### config.mk
export PLATFORM = sky130hd
export DESIGN_NAME = fetch_mem_arbiter
export DESIGN_NICKNAME = d
export VERILOG_FILES = /design/src/rtl/fetch_mem_arbiter_pkg.sv /design/src/rtl/fetch_mem_arbiter_rr_pick2.sv /design/src/rtl/fetch_mem_arbiter.sv
export SDC_FILE = /design/constraint.sdc
export NUM_CORES = 1
export LEC_CHECK = 0
export CORE_AREA = 2 2 122 124
export CTS_CLUSTER_DIAMETER = 100
export DETAILED_ROUTE_END_ITERATION = 6
export DIE_AREA = 0 0 124 126
export PLACE_DENSITY = 0.87
export SLEW_MARGIN = 20
export SYNTH_ARGS = -nofsm -noshare
export SYNTH_HDL_FRONTEND = slang
export SYNTH_SLANG_ARGS = --single-unit
### constraint.sdc
create_clock -name clk -period 4.1 [get_ports clk]
set_input_delay 1.025 -clock clk [delete_from_list [all_inputs] [get_ports clk]]
set_output_delay 1.025 -clock clk [all_outputs]
set_load 0.005 [all_outputs]
### src/rtl/fetch_mem_arbiter_pkg.sv
// Shared types and parameter defaults for the fetch/mem bus arbiter.
package fetch_mem_arbiter_pkg;

   localparam int unsigned DEF_DATA_WIDTH  = 32;
   localparam int unsigned DEF_ADDR_WIDTH  = 32;
   localparam int unsigned DEF_BURST_WIDTH = 4;

   typedef enum logic [1:0] {
      IDLE,
      ISSUE,
      WAIT_RSP
   } arb_state_t;

   typedef enum logic {
      FETCH = 1'b0,
      MEM   = 1'b1
   } req_id_t;

endpackage

### src/rtl/fetch_mem_arbiter_rr_pick2.sv
// Two-way round-robin picker: a lone requester wins; on a tie the one
// that was not granted last wins.
module rr_pick2
   import fetch_mem_arbiter_pkg::*;
(
   input  logic    fetch_valid,
   input  logic    mem_valid,
   input  req_id_t last_grant,
   output req_id_t grant,
   output logic    any
);

   // Winner selection
   always_comb begin
      any   = fetch_valid | mem_valid;
      grant = FETCH;
      if (fetch_valid && mem_valid)
         grant = (last_grant == FETCH) ? MEM : FETCH;
      else if (mem_valid)
         grant = MEM;
   end

endmodule

### src/rtl/fetch_mem_arbiter.sv
// Arbitrates fetch and mem requesters onto one downstream bus; one
// transaction (command + all response beats) in flight at a time.
module fetch_mem_arbiter
   import fetch_mem_arbiter_pkg::*;
#(
   parameter int unsigned DATA_WIDTH  = DEF_DATA_WIDTH,
   parameter int unsigned ADDR_WIDTH  = DEF_ADDR_WIDTH,
   parameter int unsigned BURST_WIDTH = DEF_BURST_WIDTH
) (
   input  logic                   clk,
   input  logic                   rst,
   input  logic                   fetch_req_valid,
   output logic                   fetch_req_ready,
   input  logic [ADDR_WIDTH-1:0]  fetch_req_addr,
   input  logic                   fetch_req_write,
   input  logic [BURST_WIDTH-1:0] fetch_req_burst,
   input  logic [DATA_WIDTH-1:0]  fetch_req_wdata,
   output logic                   fetch_rsp_valid,
   output logic [DATA_WIDTH-1:0]  fetch_rsp_data,
   input  logic                   mem_req_valid,
   output logic                   mem_req_ready,
   input  logic [ADDR_WIDTH-1:0]  mem_req_addr,
   input  logic                   mem_req_write,
   input  logic [BURST_WIDTH-1:0] mem_req_burst,
   input  logic [DATA_WIDTH-1:0]  mem_req_wdata,
   output logic                   mem_rsp_valid,
   output logic [DATA_WIDTH-1:0]  mem_rsp_data,
   output logic                   bus_valid,
   input  logic                   bus_ready,
   output logic [ADDR_WIDTH-1:0]  bus_addr,
   output logic                   bus_write,
   output logic [BURST_WIDTH-1:0] bus_burst,
   output logic [DATA_WIDTH-1:0]  bus_wdata,
   input  logic                   bus_rsp_valid,
   input  logic [DATA_WIDTH-1:0]  bus_rsp_data,
   output logic                   err
);

   // One extra bit so an all-ones burst (2^BURST_WIDTH beats) fits.
   localparam logic [BURST_WIDTH:0] CNT_ONE = (BURST_WIDTH+1)'(1);

   arb_state_t             state, state_nxt;
   req_id_t                grant, last_grant, pick_id;
   logic                   pick_any;
   logic [BURST_WIDTH:0]   beat_cnt;
   logic [ADDR_WIDTH-1:0]  cap_addr;
   logic                   cap_write;
   logic [BURST_WIDTH-1:0] cap_burst;
   logic [DATA_WIDTH-1:0]  cap_wdata;
   logic                   bus_accept, last_beat, stray_rsp;

   rr_pick2 u_pick (
      .fetch_valid (fetch_req_valid),
      .mem_valid   (mem_req_valid),
      .last_grant  (last_grant),
      .grant       (pick_id),
      .any         (pick_any)
   );

   assign bus_accept = (state == ISSUE) && bus_ready;
   assign last_beat  = (state == WAIT_RSP) && bus_rsp_valid && (beat_cnt == CNT_ONE);
   assign stray_rsp  = bus_rsp_valid && (state != WAIT_RSP);

   // Next-state and all outputs
   always_comb begin
      state_nxt       = state;
      bus_valid       = 1'b0;
      bus_addr        = '0;
      bus_write       = 1'b0;
      bus_burst       = '0;
      bus_wdata       = '0;
      fetch_req_ready = 1'b0;
      mem_req_ready   = 1'b0;
      fetch_rsp_valid = 1'b0;
      fetch_rsp_data  = '0;
      mem_rsp_valid   = 1'b0;
      mem_rsp_data    = '0;
      case (state)
         IDLE: begin
            if (pick_any)
               state_nxt = ISSUE;
         end
         ISSUE: begin
            bus_valid = 1'b1;
            bus_addr  = cap_addr;
            bus_write = cap_write;
            bus_burst = cap_write ? '0 : cap_burst;
            bus_wdata = cap_wdata;
            if (grant == FETCH)
               fetch_req_ready = bus_ready;
            else
               mem_req_ready = bus_ready;
            if (bus_ready)
               state_nxt = WAIT_RSP;
         end
         WAIT_RSP: begin
            if (bus_rsp_valid) begin
               if (grant == FETCH) begin
                  fetch_rsp_valid = 1'b1;
                  fetch_rsp_data  = bus_rsp_data;
               end else begin
                  mem_rsp_valid = 1'b1;
                  mem_rsp_data  = bus_rsp_data;
               end
            end
            if (last_beat)
               state_nxt = IDLE;
         end
         default: state_nxt = IDLE;
      endcase
   end

   // State register
   always_ff @(posedge clk) begin
      if (rst)
         state <= IDLE;
      else
         state <= state_nxt;
   end

   // Command capture, beat counting and grant history
   always_ff @(posedge clk) begin
      if (rst) begin
         grant      <= FETCH;
         last_grant <= MEM;
         beat_cnt   <= '0;
         cap_addr   <= '0;
         cap_write  <= 1'b0;
         cap_burst  <= '0;
         cap_wdata  <= '0;
      end else begin
         if (state == IDLE && pick_any) begin
            grant <= pick_id;
            if (pick_id == FETCH) begin
               cap_addr  <= fetch_req_addr;
               cap_write <= fetch_req_write;
               cap_burst <= fetch_req_burst;
               cap_wdata <= fetch_req_wdata;
            end else begin
               cap_addr  <= mem_req_addr;
               cap_write <= mem_req_write;
               cap_burst <= mem_req_burst;
               cap_wdata <= mem_req_wdata;
            end
         end
         if (bus_accept)
            beat_cnt <= cap_write ? CNT_ONE : ({1'b0, cap_burst} + CNT_ONE);
         else if (state == WAIT_RSP && bus_rsp_valid)
            beat_cnt <= beat_cnt - CNT_ONE;
         if (last_beat)
            last_grant <= grant;
      end
   end

   // Sticky flag for response beats arriving with no transaction waiting
   always_ff @(posedge clk) begin
      if (rst)
         err <= 1'b0;
      else if (stray_rsp)
         err <= 1'b1;
   end

endmodule

==> key figures <==
Floorplanning
  – Die area: 15600 µm²
  – Chip Height: 126 µm
  – I/O Pins: 315
  – Core area: 14300 µm²
  – Initial core utilization: 35.0%
  – Die Span X: 124 µm
  – Row count: 44

Setup path
  – CP max-delay cell: clkdlybuf4s50_1
  – Critical Path Most Common Cell: clkdlybuf4s50_1
  – Worst R2R Path Depth: 5
  – Crit path cell chain: clkdlybuf4s50_1, and3b_1, buf_4, and3_1, clkdlybuf4s50_1
  – Critical path required time: 3.07 ns
  – Kind of cell adding the most delay to the critical path: buffers and inverters
  – CP max stage delay: 0.56 ns
  – CP endpoint: mem_rsp_data[1]
  – Worst path depth: 5
  – Worst EP arrival: 2.79 ns
  – Worst setup SP type: primary input
  – WP buf/inv: 3
  – Reg-to-reg slack, setup: 2.14 ns
  – CP Class: primary input to primary output
  – Nature of the critical path endpoint: primary output
  – CP Launch Point: bus_rsp_valid
  – Crit-path max FO: 31
  – RR Endpoint: cap_addr[30]
  – Worst r2r src: state[1]

Clock tree
  – Clk buf depth: 2
  – Root buf cell: clkbuf_16
  – Post-CTS Repair Setup Buffers: 0
  – CTS tree: done
  – Total CTS buffers: 9
  – # hold bufs at CTS: 0
  – CTS Sinks: 79
  – H-tree levels: 3
  – Worst-Skew Late Latency: 0.33 ns
  – Clock slew at the register clock pins of the worst setup and hold paths: 0.06 ns
  – CTS resizes: 0

Power
  – Peak VDD IR: 0.000187 V
  – P_sw: 0.687 mW
  – Cell internal pwr: 1.78 mW
  – Power per Cell Area: 291 nW/µm²
  – Sequential power share: 37.2%
  – LEAKAGE: 3.26 nW
  – Comb pwr share: 30.1%
  – Total Power: 2.46 mW
  – Net Sw Frac: 27.9%
  – Clk network pwr share: 32.7%

Global route
  – Initial antenna violation count: 0
  – First-pass GRT wire length: 24.9 mm
  – Total congestion overflow: 0
  – Largest net degree at the start of global routing: 53
  – GRT Total Usage: 21.0%
  – Number of global-route vias before repair: 4720

Final layout
  – Core Util, Final: 59.2%
  – Layout filler cell count: 1266
  – Nets: 1002
  – Commonest non-fill, non-tap cell in the layout: clkdlybuf4s50_1
  – Area Overhead vs Synth: 69.0%
  – Most frequent cells in the layout: clkdlybuf4s50_1 (313), and2_1 (97), dfxtp_1 (79), nor2_1 (73), mux2i_1 (70)
  – Final non-filler cell total: 1011
  – # diodes: 0
  – Share of cells above drive strength 1: 12.7%

Logic synthesis
  – Post-synth EDFFs: 0
  – Synth async-reset ratio: 0%
  – Yosys top cell area share: 31.6%
  – Yosys Warn Count: 0
  – Most used DFF post-synth: dfxtp_1
  – Net Count, Synth: 715
  – Syn Std Cell Area: 5010 µm²
  – Seq cells post-synth: 79
  – Netlist cell types: 42
  – Largest area contributor in the synthesized netlist: dfxtp_1
  – Syn Inst Count: 536
  – Mean area per synthesized cell: 9.35 µm²
  – Synth top area cells: dfxtp_1 (32%), a211oi_2 (17%), mux2i_1 (14%)
  – Sequential-to-total area share from yosys stat: 31.6%

Hold path
  – Type of the tightest min-delay check: register to register

STA
  – Clock Skews: 0.00848 ns
  – RSZ-0062 raised after global routing: false
  – Setup TNS: 0 ns
  – Final Max Slew Viols: 0
  – Least-Margin Pin Slew: 0.709 ns
  – Final hold violation count: 0
  – Rel. slew slack: 52.7%
  – Hold Slack: 0.471 ns
  – Final setup vio count: 0
  – Fin crit share: 93.0%
  – Tmin final: 3.81 ns
  – Fmax: 0.262 GHz

Detailed routing
  – Final wirelength: 16.7 mm
  – Drt wl/cell: 16.5 µm
  – Via density: 4.80
  – Routed Antenna Nets: 0
  – Iter 0 DRT Violations: 222
  – Vias: 4850
  – First drt pass iteration count: 4
  – # DRC: 0

Placed design
  – Port-buffer cells: 314
  – Placed insts: 996
  – Dpl hpwl: 13.0 mm
  – Gpl congestion: 0.852

Status
  – Status: complete, no violations

Job
  – Max Cap Violations: 0
## sequential cells by signal (all words and copies together) (netlist names)
name,count
err,1
state,2
beat_cnt,5
grant,1
cap_wdata,32
cap_burst,4
cap_write,1
cap_addr,32
last_grant,1
## metal layers
| metal | wire length [µm] | global-route usage, % | vias up |
|---|---|---|---|
| met4 | 393 | 7.34 | 0 |
| met2 | 8580 | 38.2 | 193 |
| li1 | - | - | 2437 |
| met1 | 6430 | 22.9 | 2197 |
| met3 | 1290 | 5.98 | 23 |
| met5 | 0 | 0 | - |
## worst min-delay path by stage
stage,slack [ns],depth (start not counted),startpoint,to
final,0.47,2,beat_cnt[4],beat_cnt[4]
after detailed placement,0.46,2,beat_cnt[4],beat_cnt[4]
after global placement,0.46,2,err,err
after CTS,0.47,2,beat_cnt[4],beat_cnt[4]
after floorplan,0.45,2,beat_cnt[4],beat_cnt[4]
after global routing,0.49,2,beat_cnt[4],beat_cnt[4]
## stage by stage
stage | area [µm²] | worst slack, ns
after floorplan | 5010 | 1.41
after global placement | 8170 | 0.309
after detailed placement | 8170 | 0.291
after CTS | 8470 | 0.292
after global routing | 8470 | 0.220
final | 8470 | 0.285
## worst register-to-register path: cells and delay by family, from the launching register on
family / cells / cell delay (ns)
flip-flops: 1 / 0.41
AND/OR/NAND/NOR: 2 / 0.26
AO/OA/AOI/OAI: 2 / 0.80
buffers and inverters: 1 / 0.40
## cells by family (layout without fill, tap and decap cells)
logic type	after synthesis	in the layout	synth area share, %
AOI/OAI and AO/OA	90	90	19.9
xor gates and xnor gates	2	2	0.350
adders and majority gates	3	3	0.749
buffers and inverters	57	348	7.82
DFF	79	79	31.6
muxes	71	71	14.2
and+or+nand+nor	234	234	25.4
## synth_stat cells, types with 4 or more instances
cell,n
a211oi_2,68
a21oi_1,9
and2_1,97
and3_1,37
buf_2,10
buf_4,6
buf_6,8
buf_8,7
clkbuf_1,17
dfxtp_1,79
inv_1,6
mux2i_1,70
nand2_1,10
nor2_1,73
o21ai_0,4
## power groups by stage
stage | Combinational [mW] | Sequential, mW | Clock, mW
2_1_floorplan | 0.433 | 0.915 | 0
3_3_place_gp | 0.735 | 0.930 | 0
3_5_place_dp | 0.748 | 0.933 | 0
4_1_cts | 0.751 | 0.917 | 0.835
5_1_grt | 0.811 | 0.929 | 0.865
6_report | 0.741 | 0.917 | 0.807
## final cells by class
type | instances | area, µm² | share of cell area, %
multi-input cells | 400 | 3060 | 36.1
clock buffers | 12 | 256 | 3.03
flip-flops and latches | 79 | 1580 | 18.7
repair buffers | 327 | 3280 | 38.7
clock inverters | 3 | 42.5 | 0.502
inverters | 6 | 22.5 | 0.266
well taps | 184 | 230 | 2.72
(Power assumes the default switching activity.)
